==> src/rtl/seg_display_pkg.sv <==
// Shared constants and types for the four-digit 7-segment display controller.
package seg_display_pkg;

  // Segment and anode patterns for a dark digit (both active-low).
  localparam logic [6:0] SEG_OFF = 7'h7F;
  localparam logic [3:0] AN_OFF  = 4'hF;

  // Active-low {g,f,e,d,c,b,a} patterns for hex digits 0..F.
  localparam logic [6:0] HEX_SEG [16] = '{
    7'h40, 7'h79, 7'h24, 7'h30, 7'h19, 7'h12, 7'h02, 7'h78,
    7'h00, 7'h10, 7'h08, 7'h03, 7'h46, 7'h21, 7'h06, 7'h0E
  };

  // PRIME takes the first snapshot after reset; SCAN rotates digits forever.
  typedef enum logic {
    PRIME = 1'b0,
    SCAN  = 1'b1
  } state_e;

endpackage

==> src/rtl/hex_to_seg7.sv <==
// Combinational hex nibble to active-low 7-segment pattern.
module hex_to_seg7
  import seg_display_pkg::*;
(
  input  logic [3:0] nib,
  output logic [6:0] seg
);

  // Table lookup of the segment pattern for this nibble.
  always_comb begin
    seg = HEX_SEG[nib];
  end

endmodule

==> src/rtl/seg_display_ctrl.sv <==
// Time-multiplexed four-digit hex display driver. The shown word is
// re-sampled once per full scan so a changing input never tears across digits.
module seg_display_ctrl
  import seg_display_pkg::*;
#(
  parameter int unsigned REFRESH_DIV = 100000,
  parameter bit          BLANK_LZ    = 1'b1
) (
  input  logic        clk,
  input  logic        rst,
  input  logic [15:0] data_in,
  input  logic        blank,
  output logic [3:0]  an,
  output logic [6:0]  seg,
  output logic        dp
);

  localparam int unsigned      DIV_W   = $clog2(REFRESH_DIV);
  localparam logic [DIV_W-1:0] DIV_MAX = DIV_W'(REFRESH_DIV - 1);

  state_e           state_q, state_d;
  logic [DIV_W-1:0] div_cnt_q, div_cnt_d;
  logic [1:0]       idx_q, idx_d;
  logic [15:0]      snap_q, snap_d;
  logic [3:0]       an_q, an_d;
  logic [6:0]       seg_q, seg_d;

  logic       tick;
  logic       lz_blank;
  logic [3:0] nib;
  logic [6:0] nib_seg;

  // Nibble of the snapshot belonging to the digit currently being scanned.
  assign nib = snap_q[{idx_q, 2'b00} +: 4];

  hex_to_seg7 u_hex_to_seg7 (
    .nib (nib),
    .seg (nib_seg)
  );

  // Decimal point is never lit.
  assign dp  = 1'b1;
  assign an  = an_q;
  assign seg = seg_q;

  // Next-state logic: divider, digit index, snapshot capture and output patterns.
  always_comb begin
    // NOTE: every signal gets a default before the case so no path leaves it unassigned (no latch).
    state_d   = state_q;
    div_cnt_d = div_cnt_q;
    idx_d     = idx_q;
    snap_d    = snap_q;
    an_d      = an_q;
    seg_d     = seg_q;

    tick     = (div_cnt_q == DIV_MAX);
    // A digit above position 0 is dark when it and everything above it is zero.
    lz_blank = BLANK_LZ && (idx_q != 2'd0) && ((snap_q >> {idx_q, 2'b00}) == 16'h0000);

    case (state_q)
      PRIME: begin
        snap_d  = data_in;
        state_d = SCAN;
      end
      SCAN: begin
        if (tick) begin
          div_cnt_d = '0;
          idx_d     = idx_q + 2'd1;
          // Capture only at frame wrap so all four digits come from one word.
          if (idx_q == 2'd3) begin
            snap_d = data_in;
          end
        end else begin
          div_cnt_d = div_cnt_q + DIV_W'(1);
        end

        if (blank || lz_blank) begin
          an_d  = AN_OFF;
          seg_d = SEG_OFF;
        end else begin
          an_d  = ~(4'b0001 << idx_q);
          seg_d = nib_seg;
        end
      end
      default: begin
        state_d = PRIME;
      end
    endcase
  end

  // State and output registers with synchronous active-high reset.
  always_ff @(posedge clk) begin
    if (rst) begin
      state_q   <= PRIME;
      div_cnt_q <= '0;
      idx_q     <= 2'd0;
      snap_q    <= 16'h0000;
      an_q      <= AN_OFF;
      seg_q     <= SEG_OFF;
    end else begin
      // NOTE: non-blocking assignments so every flop samples pre-edge values.
      state_q   <= state_d;
      div_cnt_q <= div_cnt_d;
      idx_q     <= idx_d;
      snap_q    <= snap_d;
      an_q      <= an_d;
      seg_q     <= seg_d;
    end
  end

endmodule
==> config.mk <==
export PLATFORM = sky130hd
export DESIGN_NAME = seg_display_ctrl
export DESIGN_NICKNAME = d
export VERILOG_FILES = /design/src/rtl/seg_display_pkg.sv /design/src/rtl/hex_to_seg7.sv /design/src/rtl/seg_display_ctrl.sv
export SDC_FILE = /design/constraint.sdc
export NUM_CORES = 1
export LEC_CHECK = 0
export BUFFER_PORTS_ARGS = -buffer_cell sky130_fd_sc_hd__buf_2
export CORE_AREA = 2 2 89 57
export DETAILED_ROUTE_END_ITERATION = 16
export DIE_AREA = 0 0 91 59
export PLACE_DENSITY = 0.75
export SLEW_MARGIN = 20
export SYNTH_ARGS = -nofsm -noshare
export SYNTH_HDL_FRONTEND = slang
export SYNTH_SLANG_ARGS = --single-unit
==> constraint.sdc <==
create_clock -name clk -period 4.73 [get_ports clk]
set_input_delay 0.2365 -clock clk [delete_from_list [all_inputs] [get_ports clk]]
set_output_delay 0.2365 -clock clk [all_outputs]
set_load 0.05 [all_outputs]
==> results summary <==
The Yosys warning count is 0. At the end of the flow, the number of nets in the layout was 316. A synthesized cell averages 9.15 µm². Ranked by instance count, the synthesized netlist is headed by dfxtp_1, nor2_1, nand2_1, mux2i_1, xor2_1.

The buffer and inverter count on the worst path came out at 1. The number of flops mapped to enable cells by yosys came out at 0. The number of antenna violations at the first check in global routing is 0. Traced cell by cell, the critical path runs through mux4_2 > inv_1 > ha_1 > or4b_2 > a2111oi_0 > a211oi_2 > o311ai_0. Of the synthesized area, sequential elements account for 0.389. The fraction of synthesized cell area taken by the top area cell type came out at 0.389. The classification of the worst-slack hold path is in -> reg.

TritonCTS built the clock tree. For the final database, setup skew stands at 0.00659 ns. Entering global routing, the biggest net connects 25 pins.

Routability-driven placement finished with a final weighted congestion of 0.948. At the pin with the least slew margin, the transition time is 0.794 ns. In the post-synthesis netlist, the cell with the most instances is dfxtp_1. The clock insertion delay at the later pin of the skew report came out at 0.30 ns. The capturing element type of the critical path is a flip-flop. In the finished design, the share of the clock period the worst path needs comes to 0.716. For this run, the slowest stage of the critical path takes 0.68 ns. The power density over cell area is 299 nW/µm². The total vias in the final route came out at 1926.

STA puts the critical path data arrival time at 3.59 ns. After synthesis the cells add up to 2420 µm². In this run the worst path has a maximum fanout of 13.

The die height is 59 µm. The storage element area came out at 941 µm². Headroom to the max-slew limit came out at 0.470. The final number of max-transition violations is 0. The share of async-settable or async-resettable flops after synthesis came out at 0. 31 I/O pins were placed. After synthesis, the cell types taking the most area are dfxtp_1, mux2i_1, nor2_1, ha_1, xor2_1.

The required time of the critical path is 4.93 ns. The per-cell routed wire length came out at 14.6 µm. The floorplan step defined a die boundary enclosing 5370 µm². After detailed routing, the number of remaining DRC violations is 0. The number of standard cells after synthesis came out at 264.

The detailed-router iteration count before antenna repair is 4. Setup repair after global routing left no endpoint under its margin. Hold is met by 0.161 ns. The total congestion overflow came out at 0. Broken down by cell family, the worst path's largest delay share belongs to compound AO/OA/AOI/OAI gates. The max-capacitance violation count came out at 0. The core outline area came out at 4470 µm². The critical register-to-register path endpoint is seg[4]$_SDFFE_PP1P_.

The post-cts hold buffer count came out at 0. The number of antenna diodes in the final layout is 0. The number of cells on the worst reg-to-reg path is 7. In this run the remaining antenna-violating nets after routing total 0. Setup violations remaining at the end of the flow were counted as 0. The final wirelength came out at 5130 µm. Fill cells in the final layout number 425.

CTS placed an instance of clkbuf_8 at the clock tree root. The critical path runs through a total of 7 cells. The final sum of negative setup slack came out at 0 ns. For flop-to-flop paths, the worst setup slack is 1.34 ns.

The global-route wire length before repair came out at 8450 µm. The leakage power came out at 1.05 nW. The capture point of the critical path is seg[4]$_SDFFE_PP1P_.

The via count of the first global-routing pass came out at 1696. The critical path starts at idx_q[0]$_SDFFE_PP0P_. The time the worst path needs with I/O delays and setup is 3.39 ns.

The achievable clock frequency is 295 MHz. In the synthesized netlist the dominant register cell turns out to be dfxtp_1. The post-synth net total is 294. Across every metal layer, demand over resource in global routing totals 0.202.

dfxtp_1 takes more of the synthesized area than any other cell. The share of cells above drive strength 1 came out at 0.185. After synthesis the netlist holds a flip-flop and latch count of 47. The final hold violation count was 0. The number of vias per cell after detailed routing came out at 5.50. The number of buffers on the longest clock path came out at 2. The critical path's slowest cell is dfxtp_1. The critical path in this run is classified as reg -> reg. The post-cts sizing count is 0. The floorplan has 19 rows. The CTS clock-pin slew for the worst setup and hold paths came out at 0.08 ns.

The DRC marker count from the first detailed-route iteration came out at 156. The startpoint identified for the worst register-to-register timing path is idx_q[0]$_SDFFE_PP0P_. The clock buffer count from CTS is 5.

The post-synthesis to final-layout area growth is 10.7%. STA classifies the critical path startpoint as a flip-flop. The horizontal die dimension came out at 91 µm. The detailed placement HPWL came out at 3640 µm.

The number of distinct library cells after synthesis is 47. Buffers added to address setup during post-CTS repair amount to 0. For this design, the sink count on the clock tree is 47. The flow ran to the end, and the final reports show no timing, DRC or antenna violations. In the final layout, the multi-input gates occupy 1380 µm².

The worst IR drop on VDD came out at 0.158 mV. The initial cell density of the core came out at 0.541. Buffers placed on the I/O ports in this run total 29. The H-tree depth came out at 2.
[report_power, final]
group	total (W)	leakage [nW]	internal [W]	switching, W
logic	0.000104	0.618	0.0000405	0.0000635
registers	0.000430	0.385	0.000411	0.0000185
clock network	0.000266	0.0515	0.000134	0.000133
total	0.000800	1.05	0.000585	0.000215
[cells by family (layout without fill, tap and decap cells)]
group | after synthesis | in the layout | share of synthesized area
AND/OR/NAND/NOR | 103 | 103 | 0.207
AO/OA/AOI/OAI | 34 | 34 | 0.100
adder cells (fa/ha/maj) | 11 | 11 | 0.0570
buffers and inverters | 22 | 45 | 0.0419
other | 1 | 1 | 0.00155
flip-flops | 47 | 47 | 0.389
multiplexers | 27 | 27 | 0.135
XOR/XNOR | 19 | 19 | 0.0689
[metrics by stage]
step                      instances  setup slack, ns  instance area, µm²   util  power (W)
final                           350             1.34                2670  0.598   0.000800
after global routing            350            0.985                2670  0.598   0.000835
after CTS                       350             1.35                2670  0.597   0.000802
after detailed placement        342             1.39                2570  0.575   0.000541
after global placement          342             1.52                2570  0.575   0.000539
after floorplan                 264             1.83                2420      -   0.000514
[state kept, by name, indices dropped and copies added, names as in the netlist]
register,cells
an,4
state_q,1
snap_q,16
seg,7
div_cnt_q,17
idx_q,2
[per-layer routing]
layer	vias to the layer above	share of wire	GRT usage
met5	-	0	0
met4	0	0.012	0.0714
met3	6	0.095	0.0522
met2	71	0.36	0.241
met1	876	0.53	0.333
li1	973	-	-
[layout make-up]
| cell class | count | area share |
|---|---|---|
| clock buffer | 8 | 0.0374 |
| inverter | 8 | 0.0112 |
| multi-input combinational | 195 | 0.516 |
| sequential | 47 | 0.352 |
| tap | 63 | 0.0295 |
| timing repair buffer | 29 | 0.0543 |
[worst min-delay path by stage]
stage	slack [ns]	end	depth (start not counted)	start
global route	0.17	snap_q[11]$_SDFFE_PP0P_	3	data_in[11]
CTS	0.16	snap_q[9]$_SDFFE_PP0P_	3	data_in[9]
finish	0.16	snap_q[9]$_SDFFE_PP0P_	3	data_in[9]
floorplan	0.32	state_q$_DFF_P_	1	rst
global placement	0.45	seg[3]$_SDFFE_PP1P_	2	seg[3]$_SDFFE_PP1P_
detailed placement	0.46	seg[3]$_SDFFE_PP1P_	2	seg[3]$_SDFFE_PP1P_
[cells in the final DEF, fill, tap and decap left out, drive strengths merged, types with 4 or more instances in the layout]
cell type	n
clkbuf	8
nand2	24
buf	29
nor4	4
inv	7
ha	11
nor2	43
nor3	4
nand4	9
xnor2	4
a21oi	6
dfxtp	47
xor2	15
mux2i	19
o21ai	11
nand3	10
mux4	4
mux2	4
[worst register-to-register path, stage by stage, from the launching register on]
cell	delay, ns
dfxtp_1	0.68
mux4_2	0.64
inv_1	0.17
ha_1	0.30
or4b_2	0.61
a2111oi_0	0.52
a211oi_2	0.21
o311ai_0	0.17
No activity file was read; power rests on OpenSTA's default activity.
